[config.mk]
export PLATFORM = sky130hd
export DESIGN_NAME = uart_transceiver_flat
export DESIGN_NICKNAME = d
export VERILOG_FILES = /design/src/rtl/uart_pkg.sv /design/src/rtl/uart_transceiver_if.sv /design/src/rtl/uart_bit_timer.sv /design/src/rtl/uart_transceiver.sv /design/src/flat_wrapper.sv
export SDC_FILE = /design/constraint.sdc
export NUM_CORES = 1
export LEC_CHECK = 0
export BUFFER_PORTS_ARGS = -buffer_cell sky130_fd_sc_hd__buf_2
export CORE_MARGIN = 4
export CORE_UTILIZATION = 39
export DETAILED_ROUTE_END_ITERATION = 7
export PLACE_DENSITY = 0.55
export SYNTH_ARGS = -nofsm -noshare
export SYNTH_HDL_FRONTEND = slang
export SYNTH_SLANG_ARGS = --single-unit
[constraint.sdc]
create_clock -name clk1 -period 2.7 [get_ports clk1]
set_input_delay 0.54 -clock clk1 [delete_from_list [all_inputs] [get_ports clk1]]
set_output_delay 0.54 -clock clk1 [all_outputs]
set_load 0.02 [all_outputs]
[src/rtl/uart_pkg.sv]
// ============================================================================
// Module : uart_pkg
// Brief  : Shared FSM state type and bit-period helper for the UART transceiver.
// Rev    : 1.0  initial release
// ============================================================================
`default_nettype none

package uart_pkg;

  typedef enum logic [1:0] {
    IDLE  = 2'd0,
    START = 2'd1,
    DATA  = 2'd2,
    STOP  = 2'd3
  } uart_state_t;

  function automatic int cycles_per_bit(input int clk_hz, input int bit_rate);
    return clk_hz / bit_rate;
  endfunction

endpackage

`default_nettype wire

[src/rtl/uart_transceiver_if.sv]
// ============================================================================
// Module : uart_transceiver_if
// Brief  : Serial pins plus RX/TX byte handshake of the UART transceiver.
// Rev    : 1.0  initial release
// ============================================================================
`default_nettype none

interface uart_transceiver_if #(
  parameter int PAYLOAD_BITS = 8
);
  logic                    uart_rxd;
  logic                    uart_rx_en;
  logic                    uart_rx_valid;
  logic                    uart_rx_break;
  logic [PAYLOAD_BITS-1:0] uart_rx_data;
  logic                    uart_txd;
  logic                    uart_tx_en;
  logic                    uart_tx_busy;
  logic [PAYLOAD_BITS-1:0] uart_tx_data;

  // master = board/system side, slave = the transceiver
  modport master (
    output uart_rxd, uart_rx_en, uart_tx_en, uart_tx_data,
    input  uart_rx_valid, uart_rx_break, uart_rx_data, uart_txd, uart_tx_busy
  );

  modport slave (
    input  uart_rxd, uart_rx_en, uart_tx_en, uart_tx_data,
    output uart_rx_valid, uart_rx_break, uart_rx_data, uart_txd, uart_tx_busy
  );
endinterface

`default_nettype wire

[src/rtl/uart_bit_timer.sv]
// ============================================================================
// Module : uart_bit_timer
// Brief  : Loadable bit-period down-counter; tick marks the last cycle of a load.
// Rev    : 1.0  initial release
// ============================================================================
`default_nettype none

module uart_bit_timer #(
  parameter int CYCLES = 2604,
  parameter int HALF   = 1302
) (
  input  logic clk1,
  input  logic rst,
  input  logic load_half_i,
  input  logic load_full_i,
  output logic tick_o
);

  localparam int CW = $clog2(CYCLES + 1);

  logic [CW-1:0] cnt_q;
  logic [CW-1:0] cnt_d;

  // Counter parks at zero when not reloaded, so tick never repeats on its own
  always_comb begin
    cnt_d = cnt_q;
    if (load_full_i) begin
      cnt_d = CW'(CYCLES);
    end else if (load_half_i) begin
      cnt_d = CW'(HALF);
    end else if (cnt_q != '0) begin
      cnt_d = cnt_q - 1'b1;
    end
  end

  always_ff @(posedge clk1) begin
    if (rst) begin
      cnt_q <= '0;
    end else begin
      cnt_q <= cnt_d;
    end
  end

  assign tick_o = (cnt_q == CW'(1));

endmodule

`default_nettype wire

[src/rtl/uart_transceiver.sv]
// ============================================================================
// Module : uart_transceiver
// Brief  : Full-duplex 8N1 UART with independent RX and TX state machines.
// Rev    : 1.0  initial release
// ============================================================================
`default_nettype none

module uart_transceiver
  import uart_pkg::*;
#(
  parameter int CLK_HZ       = 25000000,
  parameter int BIT_RATE     = 9600,
  parameter int PAYLOAD_BITS = 8,
  parameter int STOP_BITS    = 1
) (
  input  logic              clk1,
  input  logic              rst,
  uart_transceiver_if.slave bus
);

  localparam int CYCLES_PER_BIT = cycles_per_bit(CLK_HZ, BIT_RATE);
  localparam int HALF_BIT       = CYCLES_PER_BIT / 2;
  localparam int IDX_W          = $clog2(PAYLOAD_BITS + 1);
  localparam int STOP_W         = $clog2(STOP_BITS + 1);
  localparam logic [IDX_W-1:0]  LAST_IDX  = IDX_W'(PAYLOAD_BITS - 1);
  localparam logic [STOP_W-1:0] LAST_STOP = STOP_W'(STOP_BITS - 1);

  // ---------------- receive path ----------------
  logic [1:0]              rx_sync_q;
  logic                    rx_prev_q;
  uart_state_t             rx_state_q, rx_state_d;
  logic [IDX_W-1:0]        rx_idx_q, rx_idx_d;
  logic [PAYLOAD_BITS-1:0] rx_shift_q, rx_shift_d;
  logic [PAYLOAD_BITS-1:0] rx_data_q, rx_data_d;
  logic                    rx_valid_q, rx_valid_d;
  logic                    rx_break_q, rx_break_d;
  logic                    rx_load_half, rx_load_full, rx_tick;
  logic                    w_rx_bit;

  assign w_rx_bit = rx_sync_q[1];

  uart_bit_timer #(.CYCLES(CYCLES_PER_BIT), .HALF(HALF_BIT)) u_rx_timer (
    .clk1        (clk1),
    .rst         (rst),
    .load_half_i (rx_load_half),
    .load_full_i (rx_load_full),
    .tick_o      (rx_tick)
  );

  always_comb begin
    rx_state_d   = rx_state_q;
    rx_idx_d     = rx_idx_q;
    rx_shift_d   = rx_shift_q;
    rx_data_d    = rx_data_q;
    rx_valid_d   = 1'b0;
    rx_break_d   = 1'b0;
    rx_load_half = 1'b0;
    rx_load_full = 1'b0;
    if (!bus.uart_rx_en) begin
      rx_state_d = IDLE;
    end else begin
      case (rx_state_q)
        IDLE: begin
          // Falling edge requires a prior high sample, so a held-low line never restarts
          if (rx_prev_q && !w_rx_bit) begin
            rx_state_d   = START;
            rx_idx_d     = '0;
            rx_load_half = 1'b1;
          end
        end
        START: begin
          if (rx_tick) begin
            if (!w_rx_bit) begin
              rx_state_d   = DATA;
              rx_load_full = 1'b1;
            end else begin
              rx_state_d = IDLE;
            end
          end
        end
        DATA: begin
          if (rx_tick) begin
            rx_shift_d   = {w_rx_bit, rx_shift_q[PAYLOAD_BITS-1:1]};
            rx_load_full = 1'b1;
            if (rx_idx_q == LAST_IDX) begin
              rx_state_d = STOP;
            end else begin
              rx_idx_d = rx_idx_q + 1'b1;
            end
          end
        end
        STOP: begin
          if (rx_tick) begin
            rx_state_d = IDLE;
            if (w_rx_bit) begin
              rx_data_d  = rx_shift_q;
              rx_valid_d = 1'b1;
            end else if (rx_shift_q == '0) begin
              rx_break_d = 1'b1;
            end
          end
        end
        default: rx_state_d = IDLE;
      endcase
    end
  end

  always_ff @(posedge clk1) begin
    if (rst) begin
      rx_sync_q  <= 2'b11;
      rx_prev_q  <= 1'b1;
      rx_state_q <= IDLE;
      rx_idx_q   <= '0;
      rx_shift_q <= '0;
      rx_data_q  <= '0;
      rx_valid_q <= 1'b0;
      rx_break_q <= 1'b0;
    end else begin
      rx_sync_q  <= {rx_sync_q[0], bus.uart_rxd};
      rx_prev_q  <= w_rx_bit;
      rx_state_q <= rx_state_d;
      rx_idx_q   <= rx_idx_d;
      rx_shift_q <= rx_shift_d;
      rx_data_q  <= rx_data_d;
      rx_valid_q <= rx_valid_d;
      rx_break_q <= rx_break_d;
    end
  end

  assign bus.uart_rx_valid = rx_valid_q;
  assign bus.uart_rx_break = rx_break_q;
  assign bus.uart_rx_data  = rx_data_q;

  // ---------------- transmit path ----------------
  uart_state_t             tx_state_q, tx_state_d;
  logic [IDX_W-1:0]        tx_idx_q, tx_idx_d;
  logic [STOP_W-1:0]       tx_stop_q, tx_stop_d;
  logic [PAYLOAD_BITS-1:0] tx_shift_q, tx_shift_d;
  logic                    txd_q, txd_d;
  logic                    tx_load_full, tx_tick;

  uart_bit_timer #(.CYCLES(CYCLES_PER_BIT), .HALF(HALF_BIT)) u_tx_timer (
    .clk1        (clk1),
    .rst         (rst),
    .load_half_i (1'b0),
    .load_full_i (tx_load_full),
    .tick_o      (tx_tick)
  );

  always_comb begin
    tx_state_d   = tx_state_q;
    tx_idx_d     = tx_idx_q;
    tx_stop_d    = tx_stop_q;
    tx_shift_d   = tx_shift_q;
    txd_d        = txd_q;
    tx_load_full = 1'b0;
    case (tx_state_q)
      IDLE: begin
        txd_d = 1'b1;
        if (bus.uart_tx_en) begin
          tx_state_d   = START;
          tx_shift_d   = bus.uart_tx_data;
          tx_idx_d     = '0;
          tx_stop_d    = '0;
          txd_d        = 1'b0;
          tx_load_full = 1'b1;
        end
      end
      START: begin
        if (tx_tick) begin
          tx_state_d   = DATA;
          txd_d        = tx_shift_q[0];
          tx_shift_d   = tx_shift_q >> 1;
          tx_load_full = 1'b1;
        end
      end
      DATA: begin
        if (tx_tick) begin
          tx_load_full = 1'b1;
          if (tx_idx_q == LAST_IDX) begin
            tx_state_d = STOP;
            txd_d      = 1'b1;
          end else begin
            tx_idx_d   = tx_idx_q + 1'b1;
            txd_d      = tx_shift_q[0];
            tx_shift_d = tx_shift_q >> 1;
          end
        end
      end
      STOP: begin
        if (tx_tick) begin
          if (tx_stop_q == LAST_STOP) begin
            tx_state_d = IDLE;
          end else begin
            tx_stop_d    = tx_stop_q + 1'b1;
            tx_load_full = 1'b1;
          end
        end
      end
      default: tx_state_d = IDLE;
    endcase
  end

  always_ff @(posedge clk1) begin
    if (rst) begin
      tx_state_q <= IDLE;
      tx_idx_q   <= '0;
      tx_stop_q  <= '0;
      tx_shift_q <= '0;
      txd_q      <= 1'b1;
    end else begin
      tx_state_q <= tx_state_d;
      tx_idx_q   <= tx_idx_d;
      tx_stop_q  <= tx_stop_d;
      tx_shift_q <= tx_shift_d;
      txd_q      <= txd_d;
    end
  end

  assign bus.uart_txd     = txd_q;
  assign bus.uart_tx_busy = (tx_state_q != IDLE);

endmodule

`default_nettype wire

[src/flat_wrapper.sv]
// flat-port wrapper written by rule: the top's interface ports become plain ports
module uart_transceiver_flat import uart_pkg::*;
#(
  parameter int CLK_HZ       = 25000000,
  parameter int BIT_RATE     = 9600,
  parameter int PAYLOAD_BITS = 8,
  parameter int STOP_BITS    = 1
)
  (clk1, rst, bus_uart_rxd, bus_uart_rx_en, bus_uart_tx_en, bus_uart_tx_data, bus_uart_rx_valid, bus_uart_rx_break, bus_uart_rx_data, bus_uart_txd, bus_uart_tx_busy);
  uart_transceiver_if #(.PAYLOAD_BITS(PAYLOAD_BITS)) bus_i ();
  input  logic clk1;
  input  logic rst;
  input wire logic [$bits(bus_i.uart_rxd)-1:0] bus_uart_rxd;
  input wire logic [$bits(bus_i.uart_rx_en)-1:0] bus_uart_rx_en;
  input wire logic [$bits(bus_i.uart_tx_en)-1:0] bus_uart_tx_en;
  input wire logic [$bits(bus_i.uart_tx_data)-1:0] bus_uart_tx_data;
  output wire logic [$bits(bus_i.uart_rx_valid)-1:0] bus_uart_rx_valid;
  output wire logic [$bits(bus_i.uart_rx_break)-1:0] bus_uart_rx_break;
  output wire logic [$bits(bus_i.uart_rx_data)-1:0] bus_uart_rx_data;
  output wire logic [$bits(bus_i.uart_txd)-1:0] bus_uart_txd;
  output wire logic [$bits(bus_i.uart_tx_busy)-1:0] bus_uart_tx_busy;
  assign bus_i.uart_rxd = bus_uart_rxd;
  assign bus_i.uart_rx_en = bus_uart_rx_en;
  assign bus_i.uart_tx_en = bus_uart_tx_en;
  assign bus_i.uart_tx_data = bus_uart_tx_data;
  assign bus_uart_rx_valid = bus_i.uart_rx_valid;
  assign bus_uart_rx_break = bus_i.uart_rx_break;
  assign bus_uart_rx_data = bus_i.uart_rx_data;
  assign bus_uart_txd = bus_i.uart_txd;
  assign bus_uart_tx_busy = bus_i.uart_tx_busy;
  uart_transceiver #(.CLK_HZ(CLK_HZ), .BIT_RATE(BIT_RATE), .PAYLOAD_BITS(PAYLOAD_BITS), .STOP_BITS(STOP_BITS)) u_core (.clk1(clk1), .rst(rst), .bus(bus_i));
endmodule
==> metrics.txt <==
PnR worst setup slack=422 ps; Yosys reg bits=66; Die Y=101 um; Global Route Usage Sum=approximately 14%; top_reg_cell synth=dfxtp_1; path depth of the worst reg2reg path=6; worst rel slew slack=55.0%; ys async rst share=0%; Critical Path Stages=6; CTS Buf Count=9; Detail Placement HPWL=4790 um; Clock Sinks=66; post-synth top area cell=dfxtp_1; H-tree levels=3; antenna-violating nets left=0; final hold viol count=0; crit path cell chain=inv_1, ha_1, and4b_1, or2_2, a211o_1, a31o_2; MaxCap Viol Count=0; syn nets=405; Crit path arrival time=2510 ps; Fill cells=820; unrepaired setup endpoints after global routing=no; CTS tree=yes; placer congestion estimate=approximately 0.82; Netlist cell types=54; die footprint=0.0102 mm^2; setup violation total in the final timing report=0; Iteration-0 DRC Markers=76; FMAX=439 MHz; final period utilization=84.4%; Post-synth EDFFs=0; synth warn=0; Worst-Skew Late Latency=340 ps; worst min path class=primary input to flop; initial core utilization=approximately two fifths; DP Worst Slack=around 430 ps; pin slew with the least headroom to its limit=670 ps; layout cells sized above 1=between 10% and 20%; average size of a mapped cell=8.95 um^2; outcome=finished, final reports clean; count leader, synth=dfxtp_1; first-pass GRT wire length=about 12000 um; crit-path max cell delay=470 ps; root cell of the clock tree=clkbuf_8; synth-to-layout area growth=12.2%; setup TNS=0 ps; Clock Skew=10.1 ps; setup bufs post-CTS=0; initial antenna violation count=0; diode count=0; CP bufs+invs=1; Buffers on Ports=24; family with the most delay on the worst path=compound AO/OA/AOI/OAI gates; P_leak=roughly 0.0015 uW; crit path time final=2280 ps; CTS-repair resized insts=0; Ports=25; clock transition at the registers of the reported paths=~70 ps; critical-path maximum fanout=15; clk buf depth=2; WP data required=2930 ps; grt ovf=0; Cells after Synth=376; CORE AREA=0.00830 mm^2; top cells by area, synth=dfxtp_1 39%, ha_1 5.9%, mux2i_1 5.4%, nand2_1 4.2%, a21oi_1 4.0%; WL/cell=13.3 um; Seq/Total Area, Yosys=39.2%; hold path depth=2; Max VDD drop=roughly 0.64 mV; total power density per cell area=~1000 mW/mm^2; vias in the first global route=2587; Pwr Total=between 3000 and 4000 uW; top post-synthesis cells by count=66 x dfxtp_1, 38 x nand2_1, 32 x nor2_1; share of the synthesized area in the top cell type=39.2%; WS Path Type=flop to flop; DR vias/cell=5.28; 1st-pass router iterations=4; drt drc=0; routed vias=between 2k and 3k; CP startpoint kind=flop; Nets=428; crit end category=flop; Final Slew Violations=0; Die X=101 um; Post-Route WL=between 6000 and 7000 um; pin count of the biggest net entering global routing=48; num rows=33; slowest cell on the critical path=a211o_1; hold-fix buffer count after cts=0; mapped cell area=0.00337 mm^2
final timing paths:
path                                     start                           endpoint  slack (ps)
max reg2reg  u_core.tx_state_q[0]$_SDFFE_PP0P_  u_core.tx_shift_q[4]$_SDFFE_PP0P_         420
max          u_core.tx_state_q[0]$_SDFFE_PP0P_  u_core.tx_shift_q[4]$_SDFFE_PP0P_         420
min                               bus_uart_rxd     u_core.rx_sync_q[0]$_SDFF_PP1_         390
min reg2reg     u_core.rx_sync_q[0]$_SDFF_PP1_     u_core.rx_sync_q[1]$_SDFF_PP1_         410
cells by family after synthesis:
family	after synthesis	share of synthesized area, %
flops	66	39.2
fa+ha+maj	16	5.95
mux	20	6.02
compound gates	73	14.2
simple gates	158	27.4
xor+xnor	12	3.12
buf+inv	31	4.05
placed cells by master, fill, tap and decap left out, types with 3 or more instances in the layout:
cell type and instances:
nor3_1 18, or3_1 4, xnor2_1 7, clkbuf_8 9
a211oi_1 3, o31ai_1 5, ha_1 16, nor3_2 3
o21ai_0 10, nand3_1 9, nor2_1 32, a21oi_1 27
buf_2 24, nand4_1 5, or2_2 5, a31o_2 6
dfxtp_1 66, nand2_1 38, nor4_1 5, nand4b_1 4
mux2i_1 18, nand2b_1 5, nor2b_1 3, xor2_1 5
nor4_4 3, a31oi_1 9, inv_1 17, nand3b_1 8
layout make-up:
| type | count | area, um^2 | share of cell area (%) |
|---|---|---|---|
| timing repair buffer | 26 | 135 | 3.58 |
| inverter | 17 | 63.8 | 1.69 |
| tap | 105 | 131 | 3.48 |
| sequential | 66 | 1320 | 35.0 |
| clock inverter | 7 | 93.8 | 2.48 |
| clock buffer | 9 | 124 | 3.28 |
| multi-input combinational | 279 | 1910 | 50.5 |
worst register-to-register path, delay by kind of cell (launching register included):
family	cells	cell delay, ps
AOI/OAI and AO/OA	2	790
adders and majority gates	1	330
buffers and inverters	1	80
DFF	1	380
and+or+nand+nor	2	600
routing by layer:
| metal | wire length, um | vias to the layer above | global-route usage [%] |
|---|---|---|---|
| met2 | 3100 | 24 | 22.7 |
| met4 | 87 | 0 | 5.32 |
| met5 | 0 | - | 0 |
| met1 | 3410 | 1254 | 18.1 |
| met3 | 184 | 6 | 3.81 |
| li1 | - | 1406 | - |
stage by stage:
step / area [um^2] / hold WS (ps) / cells / util, %
after floorplan: 3370 / 389 / 376 / -
after global placement: 3560 / 396 / 493 / 42.9
after detailed placement: 3560 / 399 / 493 / 42.9
after CTS: 3780 / 371 / 509 / 45.5
after global routing: 3780 / 378 / 509 / 45.5
final: 3780 / 386 / 509 / 45.5
report_power, final:
group | total (uW) | leakage [uW] | switching [uW] | internal [uW]
registers | 1410 | 0.000539 | 227 | 1190
clock network | 908 | 0.000105 | 391 | 518
logic | 1620 | 0.000864 | 927 | 688
total | 3940 | 0.00151 | 1540 | 2390
sequential cells by signal (all words and copies together), names as in the netlist, 2 cells and up, named ones only:
signal,cells
u_core.bus.uart_rx_data,8
u_core.tx_state_q,2
u_core.tx_shift_q,8
u_core.rx_shift_q,8
u_core.u_tx_timer.cnt_q,12
u_core.u_rx_timer.cnt_q,12
u_core.rx_idx_q,4
u_core.rx_sync_q,2
u_core.tx_idx_q,4
Note: power is estimated with default switching activity, not from simulation.
